$ cat src/rtl/raster_sequencer_pkg.sv
// Shared definitions for the raster sequencer: state encoding, field widths,
// vertex-field offsets within the packed triangle buses, and the pixel payload.
package raster_sequencer_pkg;

  localparam int unsigned COORD_W     = 16;
  localparam int unsigned DEPTH_W     = 2;
  localparam int unsigned ARGB_W      = 16;
  localparam int unsigned NUM_VERTS   = 3;
  localparam int unsigned TRI_XY_W    = 2 * COORD_W * NUM_VERTS;
  localparam int unsigned TRI_DEPTH_W = DEPTH_W * NUM_VERTS;
  localparam int unsigned TRI_COLOR_W = ARGB_W * NUM_VERTS;
  localparam int unsigned TRI_COUNT_W = 16;

  // Bit offsets of vertex v's fields inside in_tri_xy / in_tri_depth / in_tri_color
  function automatic int unsigned vx_off(input int unsigned v);
    return 2 * COORD_W * v;
  endfunction

  function automatic int unsigned vy_off(input int unsigned v);
    return 2 * COORD_W * v + COORD_W;
  endfunction

  function automatic int unsigned depth_off(input int unsigned v);
    return DEPTH_W * v;
  endfunction

  function automatic int unsigned color_off(input int unsigned v);
    return ARGB_W * v;
  endfunction

  typedef enum logic [2:0] {
    S_IDLE, S_START, S_BOUND, S_EDGES, S_SETUP, S_RASTER, S_DRAIN, S_DONE
  } state_t;

  typedef struct packed {
    logic [ARGB_W-1:0]  color;
    logic [DEPTH_W-1:0] depth;
    logic [COORD_W-1:0] y;
    logic [COORD_W-1:0] x;
  } pixel_t;

endpackage

$ cat src/rtl/raster_sequencer_if.sv
// Triangle input, rasterizer control/status, pixel stream and status bundle.
interface raster_sequencer_if;
  import raster_sequencer_pkg::*;

  logic                   in_tri_valid;
  logic                   out_tri_ready;
  logic [TRI_XY_W-1:0]    in_tri_xy;
  logic [TRI_DEPTH_W-1:0] in_tri_depth;
  logic [TRI_COLOR_W-1:0] in_tri_color;
  logic [TRI_XY_W-1:0]    out_v_xy;
  logic [TRI_DEPTH_W-1:0] out_v_depth;
  logic [TRI_COLOR_W-1:0] out_v_color;

  logic out_sig_start_new_triangle;
  logic out_sig_get_boundary_coords;
  logic out_sig_form_edges;
  logic out_sig_pixel_loop_setup;
  logic out_sig_rasterize_pixels;
  logic in_sig_rasterize_write_pixel;
  logic in_sig_rasterize_done;

  logic [COORD_W-1:0] in_pixel_x;
  logic [COORD_W-1:0] in_pixel_y;
  logic [DEPTH_W-1:0] in_pixel_depth;
  logic [ARGB_W-1:0]  in_pixel_color;

  logic               out_pix_valid;
  logic               in_pix_ready;
  logic [COORD_W-1:0] out_pix_x;
  logic [COORD_W-1:0] out_pix_y;
  logic [DEPTH_W-1:0] out_pix_depth;
  logic [ARGB_W-1:0]  out_pix_color;

  logic                   out_busy;
  logic                   out_tri_done;
  logic [TRI_COUNT_W-1:0] out_tri_count;
  logic                   out_error;

  modport master (
    input  in_tri_valid, in_tri_xy, in_tri_depth, in_tri_color,
    input  in_sig_rasterize_write_pixel, in_sig_rasterize_done,
    input  in_pixel_x, in_pixel_y, in_pixel_depth, in_pixel_color, in_pix_ready,
    output out_tri_ready, out_v_xy, out_v_depth, out_v_color,
    output out_sig_start_new_triangle, out_sig_get_boundary_coords, out_sig_form_edges,
    output out_sig_pixel_loop_setup, out_sig_rasterize_pixels,
    output out_pix_valid, out_pix_x, out_pix_y, out_pix_depth, out_pix_color,
    output out_busy, out_tri_done, out_tri_count, out_error
  );

  modport slave (
    output in_tri_valid, in_tri_xy, in_tri_depth, in_tri_color,
    output in_sig_rasterize_write_pixel, in_sig_rasterize_done,
    output in_pixel_x, in_pixel_y, in_pixel_depth, in_pixel_color, in_pix_ready,
    input  out_tri_ready, out_v_xy, out_v_depth, out_v_color,
    input  out_sig_start_new_triangle, out_sig_get_boundary_coords, out_sig_form_edges,
    input  out_sig_pixel_loop_setup, out_sig_rasterize_pixels,
    input  out_pix_valid, out_pix_x, out_pix_y, out_pix_depth, out_pix_color,
    input  out_busy, out_tri_done, out_tri_count, out_error
  );

endinterface

$ cat src/rtl/raster_sequencer_pixel_skid_buf.sv
// One-entry valid/ready pixel register between the rasterizer and downstream.
module pixel_skid_buf
  import raster_sequencer_pkg::*;
(
  input  logic   clock,
  input  logic   reset,
  input  logic   i_load,
  input  pixel_t i_pix,
  input  logic   i_ready,
  output logic   o_valid,
  output pixel_t o_pix
);

  logic   r_valid;
  pixel_t r_pix;

  // Load only happens when empty or draining, so held data is never overwritten
  always_ff @(posedge clock) begin
    if (reset) begin
      r_valid <= 1'b0;
      r_pix   <= '0;
    end else if (i_load) begin
      r_valid <= 1'b1;
      r_pix   <= i_pix;
    end else if (i_ready) begin
      r_valid <= 1'b0;
    end
  end

  assign o_valid = r_valid;
  assign o_pix   = r_pix;

endmodule

$ cat src/rtl/raster_sequencer.sv
// Sequences one triangle through the rasterizer setup phases, streams its
// pixels through a one-entry buffer, and guards the raster phase with a timeout.
module raster_sequencer
  import raster_sequencer_pkg::*;
#(
  parameter int unsigned PHASE_CYCLES = 1,
  parameter int unsigned TIMEOUT      = 4096
) (
  input logic clock,
  input logic reset,
  raster_sequencer_if.master bus
);

  localparam int unsigned PC_W = (PHASE_CYCLES > 1) ? $clog2(PHASE_CYCLES) : 1;
  localparam int unsigned TO_W = $clog2(TIMEOUT + 1);

  state_t                 r_state, w_next;
  logic [PC_W-1:0]        r_phase_cnt;
  logic [TO_W-1:0]        r_to_cnt;
  logic [3:0]             r_phase;
  logic                   r_tri_ready, r_busy, r_tri_done, r_error;
  logic [TRI_COUNT_W-1:0] r_tri_count;
  logic [TRI_XY_W-1:0]    r_v_xy;
  logic [TRI_DEPTH_W-1:0] r_v_depth;
  logic [TRI_COLOR_W-1:0] r_v_color;

  logic   w_pix_valid, w_rast, w_load, w_wp, w_done, w_phase_end, w_timeout, w_in_phase;
  pixel_t w_pix_in, w_pix_out;

  assign w_wp        = bus.in_sig_rasterize_write_pixel;
  assign w_done      = bus.in_sig_rasterize_done;
  assign w_rast      = (r_state == S_RASTER) && (!w_pix_valid || bus.in_pix_ready);
  assign w_load      = w_rast && w_wp;
  assign w_in_phase  = (r_state inside {S_START, S_BOUND, S_EDGES, S_SETUP});
  assign w_phase_end = (r_phase_cnt == PC_W'(PHASE_CYCLES - 1));
  assign w_timeout   = w_rast && !w_wp && !w_done && (r_to_cnt == TO_W'(TIMEOUT - 1));
  assign w_pix_in    = {bus.in_pixel_color, bus.in_pixel_depth, bus.in_pixel_y, bus.in_pixel_x};

  pixel_skid_buf u_pix_buf (
    .clock   (clock),
    .reset   (reset),
    .i_load  (w_load),
    .i_pix   (w_pix_in),
    .i_ready (bus.in_pix_ready),
    .o_valid (w_pix_valid),
    .o_pix   (w_pix_out)
  );

  always_comb begin
    w_next = r_state;
    case (r_state)
      S_IDLE:   if (bus.in_tri_valid && r_tri_ready) w_next = S_START;
      S_START:  if (w_phase_end) w_next = S_BOUND;
      S_BOUND:  if (w_phase_end) w_next = S_EDGES;
      S_EDGES:  if (w_phase_end) w_next = S_SETUP;
      S_SETUP:  if (w_phase_end) w_next = S_RASTER;
      S_RASTER: if ((w_rast && w_done) || w_timeout) w_next = S_DRAIN;
      S_DRAIN:  if (!w_pix_valid || bus.in_pix_ready) w_next = S_DONE;
      S_DONE:   w_next = S_IDLE;
      default:  w_next = S_IDLE;
    endcase
  end

  // Status/phase outputs are registered from the next state so they align with it
  always_ff @(posedge clock) begin
    if (reset) begin
      r_state     <= S_IDLE;
      r_phase_cnt <= '0;
      r_to_cnt    <= '0;
      r_phase     <= '0;
      r_tri_ready <= 1'b1;
      r_busy      <= 1'b0;
      r_tri_done  <= 1'b0;
      r_error     <= 1'b0;
      r_tri_count <= '0;
      r_v_xy      <= '0;
      r_v_depth   <= '0;
      r_v_color   <= '0;
    end else begin
      r_state     <= w_next;
      r_tri_ready <= (w_next == S_IDLE);
      r_busy      <= (w_next != S_IDLE);
      r_tri_done  <= (w_next == S_DONE);
      r_phase     <= {w_next == S_SETUP, w_next == S_EDGES, w_next == S_BOUND, w_next == S_START};

      if (w_in_phase && (w_next == r_state)) r_phase_cnt <= r_phase_cnt + PC_W'(1);
      else                                   r_phase_cnt <= '0;

      if (r_state == S_IDLE && w_next == S_START) begin
        r_v_xy    <= bus.in_tri_xy;
        r_v_depth <= bus.in_tri_depth;
        r_v_color <= bus.in_tri_color;
      end

      // Watchdog: only advancing raster cycles without progress count toward timeout
      if (w_next == S_RASTER && r_state != S_RASTER)   r_to_cnt <= '0;
      else if (r_state == S_RASTER && (w_wp || w_done)) r_to_cnt <= '0;
      else if (w_rast)                                  r_to_cnt <= r_to_cnt + TO_W'(1);

      if (w_timeout) r_error <= 1'b1;
      if (w_next == S_DONE) r_tri_count <= r_tri_count + TRI_COUNT_W'(1);
    end
  end

  assign bus.out_tri_ready               = r_tri_ready;
  assign bus.out_v_xy                    = r_v_xy;
  assign bus.out_v_depth                 = r_v_depth;
  assign bus.out_v_color                 = r_v_color;
  assign bus.out_sig_start_new_triangle  = r_phase[0];
  assign bus.out_sig_get_boundary_coords = r_phase[1];
  assign bus.out_sig_form_edges          = r_phase[2];
  assign bus.out_sig_pixel_loop_setup    = r_phase[3];
  assign bus.out_sig_rasterize_pixels    = w_rast;
  assign bus.out_pix_valid               = w_pix_valid;
  assign bus.out_pix_x                   = w_pix_out.x;
  assign bus.out_pix_y                   = w_pix_out.y;
  assign bus.out_pix_depth               = w_pix_out.depth;
  assign bus.out_pix_color               = w_pix_out.color;
  assign bus.out_busy                    = r_busy;
  assign bus.out_tri_done                = r_tri_done;
  assign bus.out_tri_count               = r_tri_count;
  assign bus.out_error                   = r_error;

endmodule

$ cat src/flat_wrapper.sv
// flat-port wrapper written by rule: the top's interface ports become plain ports
module raster_sequencer_flat import raster_sequencer_pkg::*;
#(
  parameter int unsigned PHASE_CYCLES = 1,
  parameter int unsigned TIMEOUT      = 4096
)
  (clock, reset, bus_in_tri_valid, bus_in_tri_xy, bus_in_tri_depth, bus_in_tri_color, bus_in_sig_rasterize_write_pixel, bus_in_sig_rasterize_done, bus_in_pixel_x, bus_in_pixel_y, bus_in_pixel_depth, bus_in_pixel_color, bus_in_pix_ready, bus_out_tri_ready, bus_out_v_xy, bus_out_v_depth, bus_out_v_color, bus_out_sig_start_new_triangle, bus_out_sig_get_boundary_coords, bus_out_sig_form_edges, bus_out_sig_pixel_loop_setup, bus_out_sig_rasterize_pixels, bus_out_pix_valid, bus_out_pix_x, bus_out_pix_y, bus_out_pix_depth, bus_out_pix_color, bus_out_busy, bus_out_tri_done, bus_out_tri_count, bus_out_error);
  raster_sequencer_if bus_i ();
  input logic clock;
  input logic reset;
  input wire logic [$bits(bus_i.in_tri_valid)-1:0] bus_in_tri_valid;
  input wire logic [$bits(bus_i.in_tri_xy)-1:0] bus_in_tri_xy;
  input wire logic [$bits(bus_i.in_tri_depth)-1:0] bus_in_tri_depth;
  input wire logic [$bits(bus_i.in_tri_color)-1:0] bus_in_tri_color;
  input wire logic [$bits(bus_i.in_sig_rasterize_write_pixel)-1:0] bus_in_sig_rasterize_write_pixel;
  input wire logic [$bits(bus_i.in_sig_rasterize_done)-1:0] bus_in_sig_rasterize_done;
  input wire logic [$bits(bus_i.in_pixel_x)-1:0] bus_in_pixel_x;
  input wire logic [$bits(bus_i.in_pixel_y)-1:0] bus_in_pixel_y;
  input wire logic [$bits(bus_i.in_pixel_depth)-1:0] bus_in_pixel_depth;
  input wire logic [$bits(bus_i.in_pixel_color)-1:0] bus_in_pixel_color;
  input wire logic [$bits(bus_i.in_pix_ready)-1:0] bus_in_pix_ready;
  output wire logic [$bits(bus_i.out_tri_ready)-1:0] bus_out_tri_ready;
  output wire logic [$bits(bus_i.out_v_xy)-1:0] bus_out_v_xy;
  output wire logic [$bits(bus_i.out_v_depth)-1:0] bus_out_v_depth;
  output wire logic [$bits(bus_i.out_v_color)-1:0] bus_out_v_color;
  output wire logic [$bits(bus_i.out_sig_start_new_triangle)-1:0] bus_out_sig_start_new_triangle;
  output wire logic [$bits(bus_i.out_sig_get_boundary_coords)-1:0] bus_out_sig_get_boundary_coords;
  output wire logic [$bits(bus_i.out_sig_form_edges)-1:0] bus_out_sig_form_edges;
  output wire logic [$bits(bus_i.out_sig_pixel_loop_setup)-1:0] bus_out_sig_pixel_loop_setup;
  output wire logic [$bits(bus_i.out_sig_rasterize_pixels)-1:0] bus_out_sig_rasterize_pixels;
  output wire logic [$bits(bus_i.out_pix_valid)-1:0] bus_out_pix_valid;
  output wire logic [$bits(bus_i.out_pix_x)-1:0] bus_out_pix_x;
  output wire logic [$bits(bus_i.out_pix_y)-1:0] bus_out_pix_y;
  output wire logic [$bits(bus_i.out_pix_depth)-1:0] bus_out_pix_depth;
  output wire logic [$bits(bus_i.out_pix_color)-1:0] bus_out_pix_color;
  output wire logic [$bits(bus_i.out_busy)-1:0] bus_out_busy;
  output wire logic [$bits(bus_i.out_tri_done)-1:0] bus_out_tri_done;
  output wire logic [$bits(bus_i.out_tri_count)-1:0] bus_out_tri_count;
  output wire logic [$bits(bus_i.out_error)-1:0] bus_out_error;
  assign bus_i.in_tri_valid = bus_in_tri_valid;
  assign bus_i.in_tri_xy = bus_in_tri_xy;
  assign bus_i.in_tri_depth = bus_in_tri_depth;
  assign bus_i.in_tri_color = bus_in_tri_color;
  assign bus_i.in_sig_rasterize_write_pixel = bus_in_sig_rasterize_write_pixel;
  assign bus_i.in_sig_rasterize_done = bus_in_sig_rasterize_done;
  assign bus_i.in_pixel_x = bus_in_pixel_x;
  assign bus_i.in_pixel_y = bus_in_pixel_y;
  assign bus_i.in_pixel_depth = bus_in_pixel_depth;
  assign bus_i.in_pixel_color = bus_in_pixel_color;
  assign bus_i.in_pix_ready = bus_in_pix_ready;
  assign bus_out_tri_ready = bus_i.out_tri_ready;
  assign bus_out_v_xy = bus_i.out_v_xy;
  assign bus_out_v_depth = bus_i.out_v_depth;
  assign bus_out_v_color = bus_i.out_v_color;
  assign bus_out_sig_start_new_triangle = bus_i.out_sig_start_new_triangle;
  assign bus_out_sig_get_boundary_coords = bus_i.out_sig_get_boundary_coords;
  assign bus_out_sig_form_edges = bus_i.out_sig_form_edges;
  assign bus_out_sig_pixel_loop_setup = bus_i.out_sig_pixel_loop_setup;
  assign bus_out_sig_rasterize_pixels = bus_i.out_sig_rasterize_pixels;
  assign bus_out_pix_valid = bus_i.out_pix_valid;
  assign bus_out_pix_x = bus_i.out_pix_x;
  assign bus_out_pix_y = bus_i.out_pix_y;
  assign bus_out_pix_depth = bus_i.out_pix_depth;
  assign bus_out_pix_color = bus_i.out_pix_color;
  assign bus_out_busy = bus_i.out_busy;
  assign bus_out_tri_done = bus_i.out_tri_done;
  assign bus_out_tri_count = bus_i.out_tri_count;
  assign bus_out_error = bus_i.out_error;
  raster_sequencer #(.PHASE_CYCLES(PHASE_CYCLES), .TIMEOUT(TIMEOUT)) u_core (.clock(clock), .reset(reset), .bus(bus_i));
endmodule
$ cat config.mk
export PLATFORM = sky130hd
export DESIGN_NAME = raster_sequencer_flat
export DESIGN_NICKNAME = d
export VERILOG_FILES = /design/src/rtl/raster_sequencer_pkg.sv /design/src/rtl/raster_sequencer_if.sv /design/src/rtl/raster_sequencer_pixel_skid_buf.sv /design/src/rtl/raster_sequencer.sv /design/src/flat_wrapper.sv
export SDC_FILE = /design/constraint.sdc
export NUM_CORES = 1
export LEC_CHECK = 0
export BUFFER_PORTS_ARGS = -buffer_cell sky130_fd_sc_hd__buf_2
export CAP_MARGIN = 20
export CORE_AREA = 2 2 169 171
export CTS_BUF_LIST = sky130_fd_sc_hd__clkbuf_4
export CTS_CLUSTER_SIZE = 40
export DETAILED_ROUTE_END_ITERATION = 8
export DIE_AREA = 0 0 171 173
export GPL_TIMING_DRIVEN = 1
export SYNTH_ARGS = -nofsm -noshare
export SYNTH_HDL_FRONTEND = slang
export SYNTH_SLANG_ARGS = --single-unit
$ cat constraint.sdc
create_clock -name clock -period 1.6 [get_ports clock]
set_input_delay 0.32 -clock clock [delete_from_list [all_inputs] [get_ports clock]]
set_output_delay 0.32 -clock clock [all_outputs]
set_load 0.03 [all_outputs]
## After elaboration in Yosys (flattened, before gate mapping)

Cells that the tools add are included.

- Word-level logic and storage cells: 71
- Output and inout port bits: 226
- Bits of input ports: 206
- Register bits after elaboration: 242

- Add/sub/neg operators: 3
- Equality and inequality tests: 16
- Bitwise operators: 1
- Reductions and logical operators: 24
- Multiplexer cells: 10

Operator list:

| operator | count |
|---|---|
| $pmux W3 S8 | 1 |
| $eq A3 B3 Y1 const B | 7 |
| $mux W3 | 7 |
| $add A16 B1 Y16 const B | 1 |
| $add A13 B1 Y13 const B | 1 |
| $eq A13 B12 Y1 const B | 1 |
| $eq A3 B2 Y1 const B | 4 |
| $logic_and A1 B1 Y1 | 11 |
| $eq A3 B1 Y1 const B | 2 |
| $logic_not A3 Y1 | 2 |
| $reduce_bool A4 Y1 | 1 |
| $eq A3 B3 Y1 | 1 |
| $logic_not A1 Y1 | 3 |
| $logic_or A1 B1 Y1 | 3 |
| $ne A3 B3 Y1 const B | 1 |
| $reduce_bool A3 Y1 | 1 |
| $reduce_or A3 Y1 | 1 |
| $mux W1 | 2 |
| $reduce_bool A2 Y1 | 1 |
| $reduce_or A2 Y1 | 1 |
| $add A1 B1 Y1 const B | 1 |
| $not A1 Y1 | 1 |

## Longest topological paths before layout

Gate-level depths: netlist of run 1.

- Depth in word-level cells: 13
- Depth in mapped cells: 8
- Mapped depth without buffers: 5

## Modules after synthesis

From an unflattened synthesis of run 1, not the netlist that was laid out.

- Cell total of the unflattened synthesis: 1,026
- Area total of the unflattened synthesis: 8,727.1 sq um

Modules (own cells, without submodules):

| module | cells an instance | times used | area an instance (sq um) | sequential area each (sq um) |
|---|---|---|---|---|
| raster_sequencer | 860 | 1 | 6,891.6 | 3,823.7 |
| pixel_skid_buf | 166 | 1 | 1,835.5 | 1,021.0 |

## Least setup slack after synthesis of run 1

No wires, ideal clock.

- Path kind: reg2reg
- Start: register u_core.r_tri_count[0] (netlist: u_core.bus.out_tri_count[0])
- End: register u_core.r_tri_count[14] (netlist: u_core.bus.out_tri_count[14])
- Buffers on the path: 0
- Required time: 1.530 ns
- Slack: -0.170 ns
- Stages on the path, launching flop included: 6
- Arrival: 1.700 ns
- Library setup time: 0.070 ns
- Clock period less this slack: 1.770 ns
- Cells stage by stage: dfxtp_1 ha_1 and3_1 nand4_1 or4_1 a21oi_1

- Cells in the longest elaborated chain, start to end: 1

Ends and longest elaborated chain:

| element | RTL line | source |
|---|---|---|
| from (decl) | raster_sequencer.sv:22 | `logic [TRI_COUNT_W-1:0] r_tri_count;` |
| from (signal assigned) | raster_sequencer.sv:101 | `if (w_next == S_DONE) r_tri_count <= r_tri_count + TRI_COUNT_W'(1);` |
| $add A16 B1 Y16 | raster_sequencer.sv:101 |  |

Every way passes these cells.
A chain may end at the register's enable or synchronous reset.

## Final worst setup path of run 1

- Start: register u_core.r_state[1]
- End: output bus_out_sig_rasterize_pixels

- Cells in the longest elaborated chain, start to end: 2

Ends and longest elaborated chain:

| element | RTL line | source |
|---|---|---|
| from (decl) | raster_sequencer.sv:17 | `state_t r_state, w_next;` |
| from (signal assigned) | raster_sequencer.sv:80 | `r_state <= w_next;` |
| $eq A3 B3 Y1 | raster_sequencer.sv:32 | `assign w_rast = (r_state == S_RASTER) && (!w_pix_valid \|\| bus.in_pix_ready);` |
| $logic_and A1 B1 Y1 | raster_sequencer.sv:32 |  |
| to (decl) | flat_wrapper.sv:30 | `output wire logic [$bits(bus_i.out_sig_rasterize_pixels)-1:0] bus_out_sig_rasterize_pixels;` |

Every way passes these cells.

==> out/metrics.json, run 1 <==
{
  "timing": {
    "setup_violations": 205,
    "min_period_over_period_pct": 123,
    "finalClockSkew_ns": 0.0393,
    "holdWs_ns": 0.177,
    "drv_slew": 0,
    "rsz0062_at_grt": "yes",
    "max-slew-margin-rel_pct": 43.2,
    "period_needed_ns": 1.97,
    "final.setup.worst_slack_ns": -0.374,
    "worst_pin_slew_ns": 0.852,
    "report.final.hold_viol_count": 0,
    "upper_clock_frequency_limit_mhz": 506,
    "final.setup.tns_ns": -13.96
  },
  "global_route": {
    "grt-ovfl-total": 0,
    "grt_antenna_before_repair": 1,
    "grt_first_pass_wirelength_mm": 54.0,
    "grtUsageTotal_pct": 22.7,
    "grt_max_degree": 95,
    "first_global_vias": 10600
  },
  "setup_path": {
    "cell_by_cell_listing_of_the_critical_path": "buf_8 -> nand3b_1 -> nor2_2 -> buf_6",
    "timing.critical_path.arrival_ns": 1.65,
    "worst_path_largest_cell_delay_ns": 0.35,
    "crit_required_ns": 1.28,
    "timing.critical_path.fanout_max": 2,
    "timing.critical_path.slowest_stage_cell": "sky130_fd_sc_hd__dfxtp_4",
    "cp-end-kind": "output pin",
    "cp-start-kind": "flop",
    "timing.setup.critical_path_class": "flop to output pin"
  },
  "synth": {
    "most_used_standard_cell_by_instance_count_after_synthesis": "sky130_fd_sc_hd__nand2_1",
    "synthAdderAreaFrac_pct": 0.285,
    "synth-compound-area-share_pct": 15.3,
    "synth-xor-area-share_pct": 1.30,
    "synth_area_leaders": "sky130_fd_sc_hd__dfxtp_1 (55%), sky130_fd_sc_hd__nand2_1 (18%), sky130_fd_sc_hd__a21oi_1 (13%)",
    "synth.largest_area_cell": "sky130_fd_sc_hd__dfxtp_1",
    "synth_seq_cells": 242,
    "synth_fp_nets": 1310,
    "synthSimpleGateAreaFrac_pct": 23.6,
    "ys_warn_count": 0,
    "synth-edff-count": 0,
    "netlist.area_leader.share_pct": 55.3,
    "synthTopCellsByCount": "sky130_fd_sc_hd__nand2_1 (411), sky130_fd_sc_hd__dfxtp_1 (242), sky130_fd_sc_hd__a21oi_1 (224)",
    "synthesis.instances": 1102,
    "postSynth.asyncResetShare_pct": 0,
    "synth_flop_cell": "sky130_fd_sc_hd__dfxtp_1",
    "synth.cell_area_um2": 8770,
    "synth_top_family_by_area": "simple AND/OR/NAND/NOR gates",
    "post_synth.cell_area_avg_um2": 7.96,
    "yosys-mux-area-fraction_pct": 0.228,
    "number_of_distinct_library_cells_after_synthesis": 47,
    "ys_seq_area_share_pct": 55.3
  },
  "cells_and_area": {
    "final_core_utilization_pct": 60.2,
    "share_of_cells_above_drive_strength_1_pct": 44.9,
    "fill_cells": 2270,
    "sequential_cell_area_um2": 4870,
    "nNetsFinal": 2068,
    "area_growth_from_synthesis_to_final_layout_pct": 89.7,
    "multiInputGateArea_um2": 4200
  },
  "routing": {
    "detailroute.via_count": 11100,
    "drt_initial_violations": 523,
    "final_antenna_net_count": 0,
    "wl_per_cell_um": 17.5,
    "vias_per_inst": 4.86,
    "wl_met1_mm": 14.2,
    "top_metal_layer_carrying_routed_signals": "met4",
    "dr.pass1.iters": 5,
    "wl_met2_mm": 20.3,
    "dr_wl_met3_mm": 3.82,
    "routed_wl_mm": 39.9,
    "remaining_drc_errors": 0
  },
  "floorplanning": {
    "starting_utilization_of_the_core_area_pct": 31.7,
    "floorplan.die.width_um": 171,
    "placementRows": 61,
    "die_area_um2": 29600,
    "core_region_area_um2": 27600,
    "pin_count": 432,
    "die_height_um": 173
  },
  "clock_tree": {
    "insertion_delay_ns": 0.66,
    "clkTransAtPathRegs_ns": 0.07,
    "numClockSinks": 242,
    "clk_path_buf_depth": 3,
    "tritoncts": "yes",
    "numCtsBuffers": 69,
    "cts_max_level": 3,
    "root_buffer": "sky130_fd_sc_hd__clkbuf_4"
  },
  "placed_design": {
    "globalplace.congestion": 0.836,
    "detailed_place_hpwl_mm": 21.2,
    "portBuffers": 431
  },
  "power_and_ir_drop": {
    "ir_drop_v": 0.000525,
    "power.static_leakage_nw": 7.34,
    "powerDensity_nw_per_um2": 984,
    "totalPowerFinal_w": 0.0164
  },
  "status": {
    "failed_checks": "negative setup slack",
    "status": "complete, but fails checks"
  },
  "run": {
    "max-cap-violations": 0
  },
  "worst_hold_path": {
    "worst_hold_path_type": "input port to flop"
  }
}
==> stage by stage <==
step                      instance area (um^2)  std cells  setup WS [ns]
after floorplan                           8790       1102        -0.0274
after global placement                   11700       1897        -0.0958
after detailed placement                 11700       1897         -0.114
after CTS                                15500       2245         -0.435
after global routing                     16600       2277         -0.462
final                                    16600       2277         -0.374
==> worst max-delay path, delay by kind of cell (launching register included) <==
family        cells  cell delay, ns
buf+inv           2            0.26
flops             1            0.35
simple gates      2            0.38
==> state kept, by name (all words and copies together) (netlist names) <==
signal                    cells
u_core.bus.out_v_xy          96
u_core.u_pix_buf.o_pix       50
u_core.bus.out_v_color       48
u_core.bus.out_tri_count     16
u_core.r_to_cnt              13
u_core.bus.out_v_depth        6
u_core.r_phase                4
u_core.r_state                3
u_core.bus.out_busy           1
u_core.bus.out_error          1
u_core.bus.out_tri_done       1
u_core.bus.out_tri_ready      1
u_core.r_phase_cnt            1
u_core.u_pix_buf.o_valid      1
==> cell usage in the layout (no fill, tap or decap), types with 3 or more instances in the layout <==
cell,count
sky130_fd_sc_hd__buf_2,406
sky130_fd_sc_hd__nand2_1,348
sky130_fd_sc_hd__dfxtp_1,224
sky130_fd_sc_hd__dlygate4sd3_1,201
sky130_fd_sc_hd__a21oi_1,142
sky130_fd_sc_hd__clkbuf_4,95
sky130_fd_sc_hd__a21oi_2,81
sky130_fd_sc_hd__buf_4,72
sky130_fd_sc_hd__nand2_2,58
sky130_fd_sc_hd__buf_6,26
sky130_fd_sc_hd__buf_12,18
sky130_fd_sc_hd__clkbuf_16,16
sky130_fd_sc_hd__nor2_1,15
sky130_fd_sc_hd__dfxtp_2,15
sky130_fd_sc_hd__buf_16,14
sky130_fd_sc_hd__nand4_1,13
sky130_fd_sc_hd__buf_8,12
sky130_fd_sc_hd__o21ai_0,11
sky130_fd_sc_hd__clkinv_1,10
sky130_fd_sc_hd__inv_1,9
sky130_fd_sc_hd__nand3_1,8
sky130_fd_sc_hd__or3_1,8
sky130_fd_sc_hd__xor2_1,8
sky130_fd_sc_hd__xnor2_1,5
sky130_fd_sc_hd__nand2_4,5
sky130_fd_sc_hd__nand3_4,4
sky130_fd_sc_hd__and3_1,4
sky130_fd_sc_hd__and4_1,3
sky130_fd_sc_hd__nand2b_1,3
sky130_fd_sc_hd__or4_4,3
sky130_fd_sc_hd__or3_4,3
sky130_fd_sc_hd__bufinv_16,3
sky130_fd_sc_hd__dfxtp_4,3
==> final cells by class <==
type / count / share of cell area [%]
antenna: 1 / 0.0150
multi-input combinational: 773 / 25.3
timing repair buffer: 765 / 37.3
clock buffer: 95 / 4.29
tap: 378 / 2.84
sequential: 242 / 29.3
inverter: 9 / 0.203
clock inverter: 14 / 0.790
==> layer usage <==
metal | track usage [%] | vias to the layer above
met3 | 8.08 | 115
met4 | 11.6 | 0
met1 | 23.3 | 5160
met2 | 40.4 | 584
li1 | - | 5216
met5 | 0 | -
==> path summary, 6_finish.rpt <==
kind,from,to,slack [ns],cells after the start
setup / recovery,u_core.r_state[1]$_SDFF_PP0_,bus_out_sig_rasterize_pixels,-0.37,4
hold / removal,bus_in_sig_rasterize_done,u_core.r_to_cnt[6]$_SDFFE_PP0N_,0.18,5
setup reg to reg,u_core.r_state[1]$_SDFF_PP0_,u_core.u_pix_buf.o_pix[33]$_SDFFE_PP0P_,-0.19,10
hold reg to reg,u_core.bus.out_v_color[39]$_SDFFE_PP0P_,u_core.bus.out_v_color[39]$_SDFFE_PP0P_,0.45,2
==> kinds of logic (layout without fill, tap and decap cells) <==
| kind of cell | after synthesis | count (layout) |
|---|---|---|
| fa+ha+maj | 2 | 2 |
| mux | 2 | 2 |
| flops | 242 | 242 |
| compound gates | 256 | 256 |
| other cells | 1 | 2 |
| simple gates | 499 | 499 |
| xor+xnor | 13 | 13 |
| buf+inv | 87 | 883 |
==> power by group <==
part	internal, W	total, W	switching [W]
clock network	0.00319	0.00582	0.00263
registers	0.00639	0.00659	0.000192
logic	0.00173	0.00397	0.00224
==> timing repair <==
action,CTS,global route
hold endpoints to repair,206,0
hold buffers,201,0
setup buffers,28,16
gates cloned,11,23
gates resized for setup,143,139
setup endpoints to repair,81,287
pin swaps,41,21
(Power assumes the default switching activity.)
==> inputs of run 2 (changes only) <==
--- a/config.mk
+++ b/config.mk
@@ -5,14 +5,16 @@
 export SDC_FILE = /design/constraint.sdc
 export NUM_CORES = 1
 export LEC_CHECK = 0
+export ABC_AREA = 1
 export BUFFER_PORTS_ARGS = -buffer_cell sky130_fd_sc_hd__buf_2
 export CAP_MARGIN = 20
-export CORE_AREA = 2 2 169 171
+export CORE_AREA = 2 2 167 169
 export CTS_BUF_LIST = sky130_fd_sc_hd__clkbuf_4
 export CTS_CLUSTER_SIZE = 40
 export DETAILED_ROUTE_END_ITERATION = 8
-export DIE_AREA = 0 0 171 173
+export DIE_AREA = 0 0 169 171
 export GPL_TIMING_DRIVEN = 1
+export PLACE_DENSITY = 0.66
 export SYNTH_ARGS = -nofsm -noshare
 export SYNTH_HDL_FRONTEND = slang
 export SYNTH_SLANG_ARGS = --single-unit
==> run 2 against run 1 <==
Net effect: the flow still finishes with violations (negative setup slack); clock-buffer cell count rose by 8; combinational power rose by 97%; synthesized cell count rose by 30%; clock power fell by 1%; worst hold slack got worse by 0.13 ns; final cell count rose by 12%; first-iteration DRC count rose by 62%.
==> out/metrics.json, run 2 <==
{
  "global_route": {
    "grtUsageMet2_pct": 41.4,
    "groute.layer.met3.usage_pct": 7.75,
    "grt-ovfl-total": 0,
    "grtUsageTotal_pct": 23.8,
    "grt_antenna_before_repair": 2,
    "first_global_vias": 11600,
    "grt_max_degree": 81,
    "grt_first_pass_wirelength_mm": 55.9,
    "global_route.usage.met1_pct": 25.9,
    "gr-max-usage-layer": "met2"
  },
  "clock_tree": {
    "clk_path_buf_depth": 3,
    "clkTransAtPathRegs_ns": 0.06,
    "tritoncts": "yes",
    "numCtsBuffers": 69,
    "root_buffer": "sky130_fd_sc_hd__clkbuf_4",
    "insertion_delay_ns": 0.67,
    "numClockSinks": 242,
    "cts_max_level": 3
  },
  "placed_design": {
    "portBuffers": 431,
    "detailed_place_hpwl_mm": 22.2,
    "place_inst": 2199,
    "postPlaceCellArea_um2": 12900,
    "globalplace.congestion": 0.798
  },
  "routing": {
    "final_antenna_net_count": 0,
    "drt_initial_violations": 849,
    "wl_per_cell_um": 15.0,
    "detailroute.via_count": 12000,
    "routed_wl_mm": 38.1,
    "remaining_drc_errors": 0,
    "vias_per_inst": 4.74,
    "dr.pass1.iters": 6
  },
  "worst_hold_path": {
    "hold_depth": 5,
    "min_from": "bus_in_tri_xy[17]",
    "hold_end": "u_core.bus.out_v_xy[17]$_SDFFE_PP0P_",
    "worst_hold_path_type": "input port to flop"
  },
  "synth": {
    "synth.largest_area_cell": "sky130_fd_sc_hd__dfxtp_1",
    "synth_area_leaders": "sky130_fd_sc_hd__dfxtp_1 (49%), sky130_fd_sc_hd__nor2_1 (17%), sky130_fd_sc_hd__nand3_1 (8.1%)",
    "synth_fp_nets": 1640,
    "synth_seq_cells": 242,
    "ys_warn_count": 0,
    "synth_flop_cell": "sky130_fd_sc_hd__dfxtp_1",
    "number_of_distinct_library_cells_after_synthesis": 31,
    "most_used_standard_cell_by_instance_count_after_synthesis": "sky130_fd_sc_hd__nor2_1",
    "synth.cell_area_um2": 9820,
    "post_synth.cell_area_avg_um2": 6.86,
    "synth-edff-count": 0,
    "postSynth.asyncResetShare_pct": 0,
    "ys_seq_area_share_pct": 49.3,
    "synthTopCellsByCount": "sky130_fd_sc_hd__nor2_1 (434), sky130_fd_sc_hd__dfxtp_1 (242), sky130_fd_sc_hd__nand2_1 (194)",
    "synthesis.instances": 1432,
    "netlist.area_leader.share_pct": 49.3
  },
  "cells_and_area": {
    "final_core_utilization_pct": 60.7,
    "nNetsFinal": 2355,
    "largest_register_ff_count": 96,
    "layout_common_cells": "sky130_fd_sc_hd__buf_2 (428), sky130_fd_sc_hd__nor2_1 (411), sky130_fd_sc_hd__dfxtp_1 (233)",
    "area_growth_from_synthesis_to_final_layout_pct": 68.8,
    "share_of_cells_above_drive_strength_1_pct": 33.7,
    "fin_area_um2": 16600,
    "finish.cell_count_without_fillers": 2542,
    "most_common_cell_after_layout_fill_and_taps_aside": "sky130_fd_sc_hd__buf_2"
  },
  "timing": {
    "min_period_over_period_pct": 127,
    "period_needed_ns": 2.04,
    "setup_violations": 174,
    "report.final.hold_viol_count": 0,
    "max-slew-margin-rel_pct": 61.3,
    "rsz0062_at_grt": "yes",
    "finalClockSkew_ns": 0.0508,
    "drv_slew": 0,
    "upper_clock_frequency_limit_mhz": 490,
    "holdWs_ns": 0.0491,
    "final.setup.worst_slack_ns": -0.439,
    "worst_pin_slew_ns": 0.573
  },
  "floorplanning": {
    "core_region_area_um2": 27300,
    "placementRows": 61,
    "floorplan.die.width_um": 169,
    "starting_utilization_of_the_core_area_pct": 36.0,
    "die_height_um": 171,
    "pin_count": 432,
    "die_area_um2": 28900
  },
  "setup_path": {
    "reg2reg_to": "u_core.bus.out_v_xy[6]$_SDFFE_PP0P_",
    "timing.critical_path.fanout_max": 7,
    "crit_required_ns": 2.17,
    "rr_worst_depth": 15,
    "cp-start-kind": "flop",
    "timing.setup.critical_path_class": "flop to flop",
    "reg2reg_slack_ns": -0.44,
    "cp-end-kind": "flop",
    "rr_startpoint": "u_core.r_to_cnt[0]$_SDFFE_PP0N_",
    "timing.critical_path.arrival_ns": 2.61
  },
  "power_and_ir_drop": {
    "power.static_leakage_nw": 8.61,
    "totalPowerFinal_w": 0.0210,
    "ir_drop_v": 0.000704,
    "powerDensity_nw_per_um2": 1270
  },
  "run": {
    "max-cap-violations": 0
  },
  "status": {
    "failed_checks": "negative setup slack",
    "status": "complete, but fails checks"
  }
}
run 2: cell types whose count changed in the layout (fill, tap and decap cells not counted), sizes merged, moves of 24 or more:
cell	previous run	this run
nor2	17	437
nand2	411	194
a21oi	224	23
inv	10	188
nand3	12	161
o21ai	13	69
buf	548	524
run 2: what timing repair did:
item | 4_1_cts | 5_1_grt
pin swaps | 25 | 22
endpoints found under the setup margin | 193 | 294
buffers inserted | 6 | 7
endpoints found under the hold margin | 198 | 0
hold buffers | 198 | 0
resized for setup | 53 | 58
cloned | 6 | 8
run 2: worst max-delay path: stages, from the launching register on:
cell and delay, ns:
sky130_fd_sc_hd__dfxtp_2 0.33, sky130_fd_sc_hd__ha_4 0.16, sky130_fd_sc_hd__nand2_4 0.05, sky130_fd_sc_hd__nor2_2 0.03
sky130_fd_sc_hd__nand2_2 0.07, sky130_fd_sc_hd__nor2_4 0.04, sky130_fd_sc_hd__nand2_2 0.08, sky130_fd_sc_hd__nand2_2 0.08
sky130_fd_sc_hd__nor2_4 0.14, sky130_fd_sc_hd__nand3_4 0.11, sky130_fd_sc_hd__nor3_4 0.24, sky130_fd_sc_hd__buf_12 0.20
sky130_fd_sc_hd__buf_4 0.15, sky130_fd_sc_hd__buf_16 0.11, sky130_fd_sc_hd__nor2_1 0.04, sky130_fd_sc_hd__nor2_1 0.11
run 2: cell families after synthesis:
| group | count (synthesis) | synth area share (%) |
|---|---|---|
| simple gates | 814 | 34.0 |
| flops | 242 | 49.3 |
| xor+xnor | 4 | 0.357 |
| fa+ha+maj | 2 | 0.255 |
| buf+inv | 272 | 11.0 |
| other cells | 1 | 0.0382 |
| compound gates | 97 | 5.07 |
run 2: worst max-delay path by stage:
stage                               startpoint                                      end  slack (ns)  cells past startpoint
2_1_floorplan  u_core.r_to_cnt[1]$_SDFFE_PP0N_  u_core.bus.out_v_color[10]$_SDFFE_PP0P_       -0.24                     14
3_3_place_gp                  bus_in_pix_ready  u_core.bus.out_v_color[19]$_SDFFE_PP0P_       -0.38                     15
3_5_place_dp                  bus_in_pix_ready     u_core.bus.out_v_xy[47]$_SDFFE_PP0P_       -0.41                     14
4_1_cts        u_core.r_to_cnt[1]$_SDFFE_PP0N_     u_core.bus.out_v_xy[65]$_SDFFE_PP0P_       -0.39                     15
5_1_grt        u_core.r_to_cnt[0]$_SDFFE_PP0N_      u_core.bus.out_v_xy[8]$_SDFFE_PP0P_       -0.56                     15
6_report       u_core.r_to_cnt[0]$_SDFFE_PP0N_      u_core.bus.out_v_xy[6]$_SDFFE_PP0P_       -0.44                     15
run 2: stage by stage:
| stage | setup TNS [ns] | setup slack [ns] |
|---|---|---|
| 6_report | -54.79 | -0.439 |
| 4_1_cts | -52.27 | -0.392 |
| 3_5_place_dp | -56.39 | -0.407 |
| 2_1_floorplan | -31.76 | -0.240 |
| 3_3_place_gp | -50.10 | -0.376 |
| 5_1_grt | -83.73 | -0.558 |
run 2: layout make-up:
cell class | count | area [um^2]
repair buffers | 728 | 5440
well taps | 346 | 433
clock buffers | 103 | 773
fillers | 2283 | 10700
clock inverters | 14 | 91.3
inverters | 188 | 716
diodes | 3 | 7.51
flip-flops and latches | 242 | 4860
multi-input cells | 918 | 4270
run 2: routing by layer:
| layer | wire [um] | up-vias |
|---|---|---|
| li1 | - | 5839 |
| met1 | 14200 | 5464 |
| met2 | 18800 | 616 |
| met3 | 3560 | 130 |
| met4 | 1500 | 0 |
| met5 | 0 | - |
run 2: report_power, final:
| part | total [W] | internal (W) | switching [W] | leakage [nW] |
|---|---|---|---|---|
| Sequential | 0.00741 | 0.00691 | 0.000496 | 1.98 |
| Clock | 0.00576 | 0.00309 | 0.00267 | 0.511 |
| Combinational | 0.00781 | 0.00299 | 0.00481 | 6.12 |
| Total | 0.0210 | 0.0130 | 0.00798 | 8.61 |
==> inputs of run 3 (changes only) <==
--- a/config.mk
+++ b/config.mk
@@ -8,13 +8,12 @@
 export ABC_AREA = 1
 export BUFFER_PORTS_ARGS = -buffer_cell sky130_fd_sc_hd__buf_2
 export CAP_MARGIN = 20
-export CORE_AREA = 2 2 167 169
+export CORE_AREA = 2 2 168 170
 export CTS_BUF_LIST = sky130_fd_sc_hd__clkbuf_4
 export CTS_CLUSTER_SIZE = 40
 export DETAILED_ROUTE_END_ITERATION = 8
-export DIE_AREA = 0 0 169 171
+export DIE_AREA = 0 0 170 172
 export GPL_TIMING_DRIVEN = 1
-export PLACE_DENSITY = 0.66
 export SYNTH_ARGS = -nofsm -noshare
 export SYNTH_HDL_FRONTEND = slang
 export SYNTH_SLANG_ARGS = --single-unit
==> constraint.sdc (replaced) <==
create_clock -name clock -period 2 [get_ports clock]
set_input_delay 0.4 -clock clock [delete_from_list [all_inputs] [get_ports clock]]
set_output_delay 0.4 -clock clock [all_outputs]
set_load 0.03 [all_outputs]
==> run 3 against run 2 <==
Net effect: the flow still finishes with violations (negative setup slack); critical path type unchanged; worst setup slack better by 0.31 ns; utilization decreased by 7.7 points; highest routed layer is now met5; global-route usage is 2.8 points lower; sequential share of layout area increased by 4.0 points; largest cell class is now sequential cells; clock skew up 0.0031 ns; first-iteration DRC count decreased by 31%; critical path depth up 1; flip-flop and latch count unchanged; fmax shrank 4.1%.
==> out/metrics.json, run 3 (synthesis gave the netlist of run 2 again) <==
{
  "clock_tree": {
    "numCtsBuffers": 69,
    "insertion_delay_ns": 0.65,
    "cts_max_level": 3,
    "clkTransAtPathRegs_ns": 0.06,
    "numClockSinks": 242,
    "clk_path_buf_depth": 3,
    "tritoncts": "yes",
    "root_buffer": "sky130_fd_sc_hd__clkbuf_4"
  },
  "setup_path": {
    "timing.critical_path.fanout_max": 16,
    "cell_by_cell_listing_of_the_critical_path": "ha_4 -> nand2_2 -> nor2_1 -> nand2_1 -> nor2_2 -> nand2_2 -> nand2_2 -> nor2_4 -> nand3_4 -> buf_6 -> nor2_4 -> buf_12 -> buf_12 -> nand3_1 -> nand2_1 -> nor2_1",
    "timing.critical_path.slowest_stage_cell": "sky130_fd_sc_hd__dfxtp_2",
    "cp-end-kind": "flop",
    "crit_path_top_cell_by_count": "sky130_fd_sc_hd__nand2_2",
    "timing.setup.critical_path_class": "flop to flop",
    "timing.critical_path.buf_inv": 3,
    "cpLargestDelayFamily": "simple AND/OR/NAND/NOR gates",
    "cp-start-kind": "flop",
    "reg2reg_slack_ns": -0.13,
    "worst_path_largest_cell_delay_ns": 0.34,
    "crit_required_ns": 2.50,
    "timing.critical_path.arrival_ns": 2.63
  },
  "routing": {
    "routed_wl_mm": 32.6,
    "detailroute.via_count": 10700,
    "drt_initial_violations": 587,
    "vias_per_inst": 4.54,
    "final_antenna_net_count": 0,
    "dr.pass1.iters": 5,
    "remaining_drc_errors": 0,
    "wl_per_cell_um": 13.8
  },
  "cells_and_area": {
    "sequential_cell_area_um2": 4850,
    "multiInputGateArea_um2": 4060,
    "area_growth_from_synthesis_to_final_layout_pct": 48.3,
    "fill_cells": 2747,
    "most_common_cell_after_layout_fill_and_taps_aside": "sky130_fd_sc_hd__buf_2",
    "largest_register_ff_count": 96,
    "nNetsFinal": 2176,
    "layout_common_cells": "sky130_fd_sc_hd__buf_2 (430), sky130_fd_sc_hd__nor2_1 (428), sky130_fd_sc_hd__dfxtp_1 (237)",
    "share_of_cells_above_drive_strength_1_pct": 33.1
  },
  "timing": {
    "max-slew-margin-rel_pct": 60.5,
    "upper_clock_frequency_limit_mhz": 470,
    "report.final.hold_viol_count": 0,
    "setup_violations": 133,
    "period_needed_ns": 2.13,
    "worst_pin_slew_ns": 0.588,
    "drv_slew": 0,
    "finalClockSkew_ns": 0.0539,
    "holdWs_ns": 0.0694,
    "final.setup.worst_slack_ns": -0.127,
    "min_period_over_period_pct": 106,
    "rsz0062_at_grt": "yes"
  },
  "power_and_ir_drop": {
    "power.static_leakage_nw": 7.76,
    "powerDensity_nw_per_um2": 1100,
    "ir_drop_v": 0.000490
  },
  "floorplanning": {
    "floorplan.die.width_um": 170,
    "placementRows": 61,
    "die_height_um": 172,
    "core_region_area_um2": 27500,
    "starting_utilization_of_the_core_area_pct": 35.8,
    "pin_count": 432,
    "die_area_um2": 29200
  },
  "run": {
    "max-cap-violations": 0
  },
  "status": {
    "failed_checks": "negative setup slack",
    "status": "complete, but fails checks"
  },
  "worst_hold_path": {
    "worst_hold_path_type": "input port to flop"
  },
  "global_route": {
    "grtUsageTotal_pct": 21.0,
    "first_global_vias": 10100,
    "grt_antenna_before_repair": 2,
    "grt_first_pass_wirelength_mm": 49.5,
    "grt-ovfl-total": 0,
    "grt_max_degree": 89
  },
  "placed_design": {
    "detailed_place_hpwl_mm": 22.4,
    "globalplace.congestion": 0.830,
    "post_placement_worst_setup_slack_ns": -0.111,
    "portBuffers": 431
  }
}
run 3: changes by cell type in the layout (fill, tap and decap cells not counted), moves of 6 or more:
cell	change
sky130_fd_sc_hd__nand3_2	-12
sky130_fd_sc_hd__nor2_1	+17
sky130_fd_sc_hd__nor2_4	-6
sky130_fd_sc_hd__nand3_1	+13
sky130_fd_sc_hd__dlygate4sd3_1	-155
sky130_fd_sc_hd__nand2_1	+9
sky130_fd_sc_hd__nand2_2	-7
sky130_fd_sc_hd__buf_4	-20
sky130_fd_sc_hd__nor2_2	-11
run 3: worst paths after layout:
path,start,to,cells past startpoint
max,u_core.r_to_cnt[0]$_SDFFE_PP0N_,u_core.bus.out_v_color[23]$_SDFFE_PP0P_,16
min,bus_in_tri_xy[73],u_core.bus.out_v_xy[73]$_SDFFE_PP0P_,5
min reg2reg,u_core.bus.out_tri_count[15]$_SDFFE_PP0P_,u_core.bus.out_tri_count[15]$_SDFFE_PP0P_,1
max reg2reg,u_core.r_to_cnt[0]$_SDFFE_PP0N_,u_core.bus.out_v_color[23]$_SDFFE_PP0P_,16
run 3: stage by stage:
stage / instances / TNS (ns) / cell area (um^2) / util (%) / power, W
finish: 2362 / -5.41 / 14600 / 53.0 / 0.0161
detailed placement: 2182 / -10.91 / 12700 / 46.3 / 0.0111
floorplan: 1432 / 0 / 9820 / - / 0.00924
global placement: 2182 / -7.68 / 12700 / 46.3 / 0.0110
CTS: 2358 / -10.82 / 14500 / 52.6 / 0.0162
global route: 2361 / -30.22 / 14600 / 53.0 / 0.0171
run 3: what timing repair did:
action | 4_1_cts | 5_1_grt
gates cloned | 6 | 3
setup buffers | 11 | 3
pin swaps | 17 | 8
hold buffers | 43 | 0
setup endpoints to repair | 151 | 158
gates resized for setup | 47 | 17
hold endpoints to repair | 43 | 0
run 3: where the power goes:
part	total, W	internal (W)	switching, W
clock	0.00452	0.00246	0.00206
combinational	0.00566	0.00209	0.00357
sequential	0.00588	0.00553	0.000346
total	0.0161	0.0101	0.00598
run 3: metal layers:
layer / vias up / global-route usage, % / wire (um)
met5: - / 0 / 13
met4: 2 / 8.32 / 688
met3: 61 / 6.84 / 2700
met2: 383 / 36.6 / 16100
met1: 4786 / 24.0 / 13100
li1: 5482 / - / -
run 3: worst min-delay path, delay by kind of cell:
| family | cells | cell delay (ns) |
|---|---|---|
| simple gates | 3 | 0.17 |
| buf+inv | 2 | 0.12 |
run 3: final cells by class:
type / instances / share of cell area [%]
Tap cell: 346 / 2.97
Sequential cell: 242 / 33.3
Timing Repair Buffer: 549 / 25.0
Clock inverter: 15 / 0.662
Antenna cell: 2 / 0.0344
Inverter: 188 / 4.88
Multi-Input combinational cell: 918 / 27.9
Clock buffer: 102 / 5.26
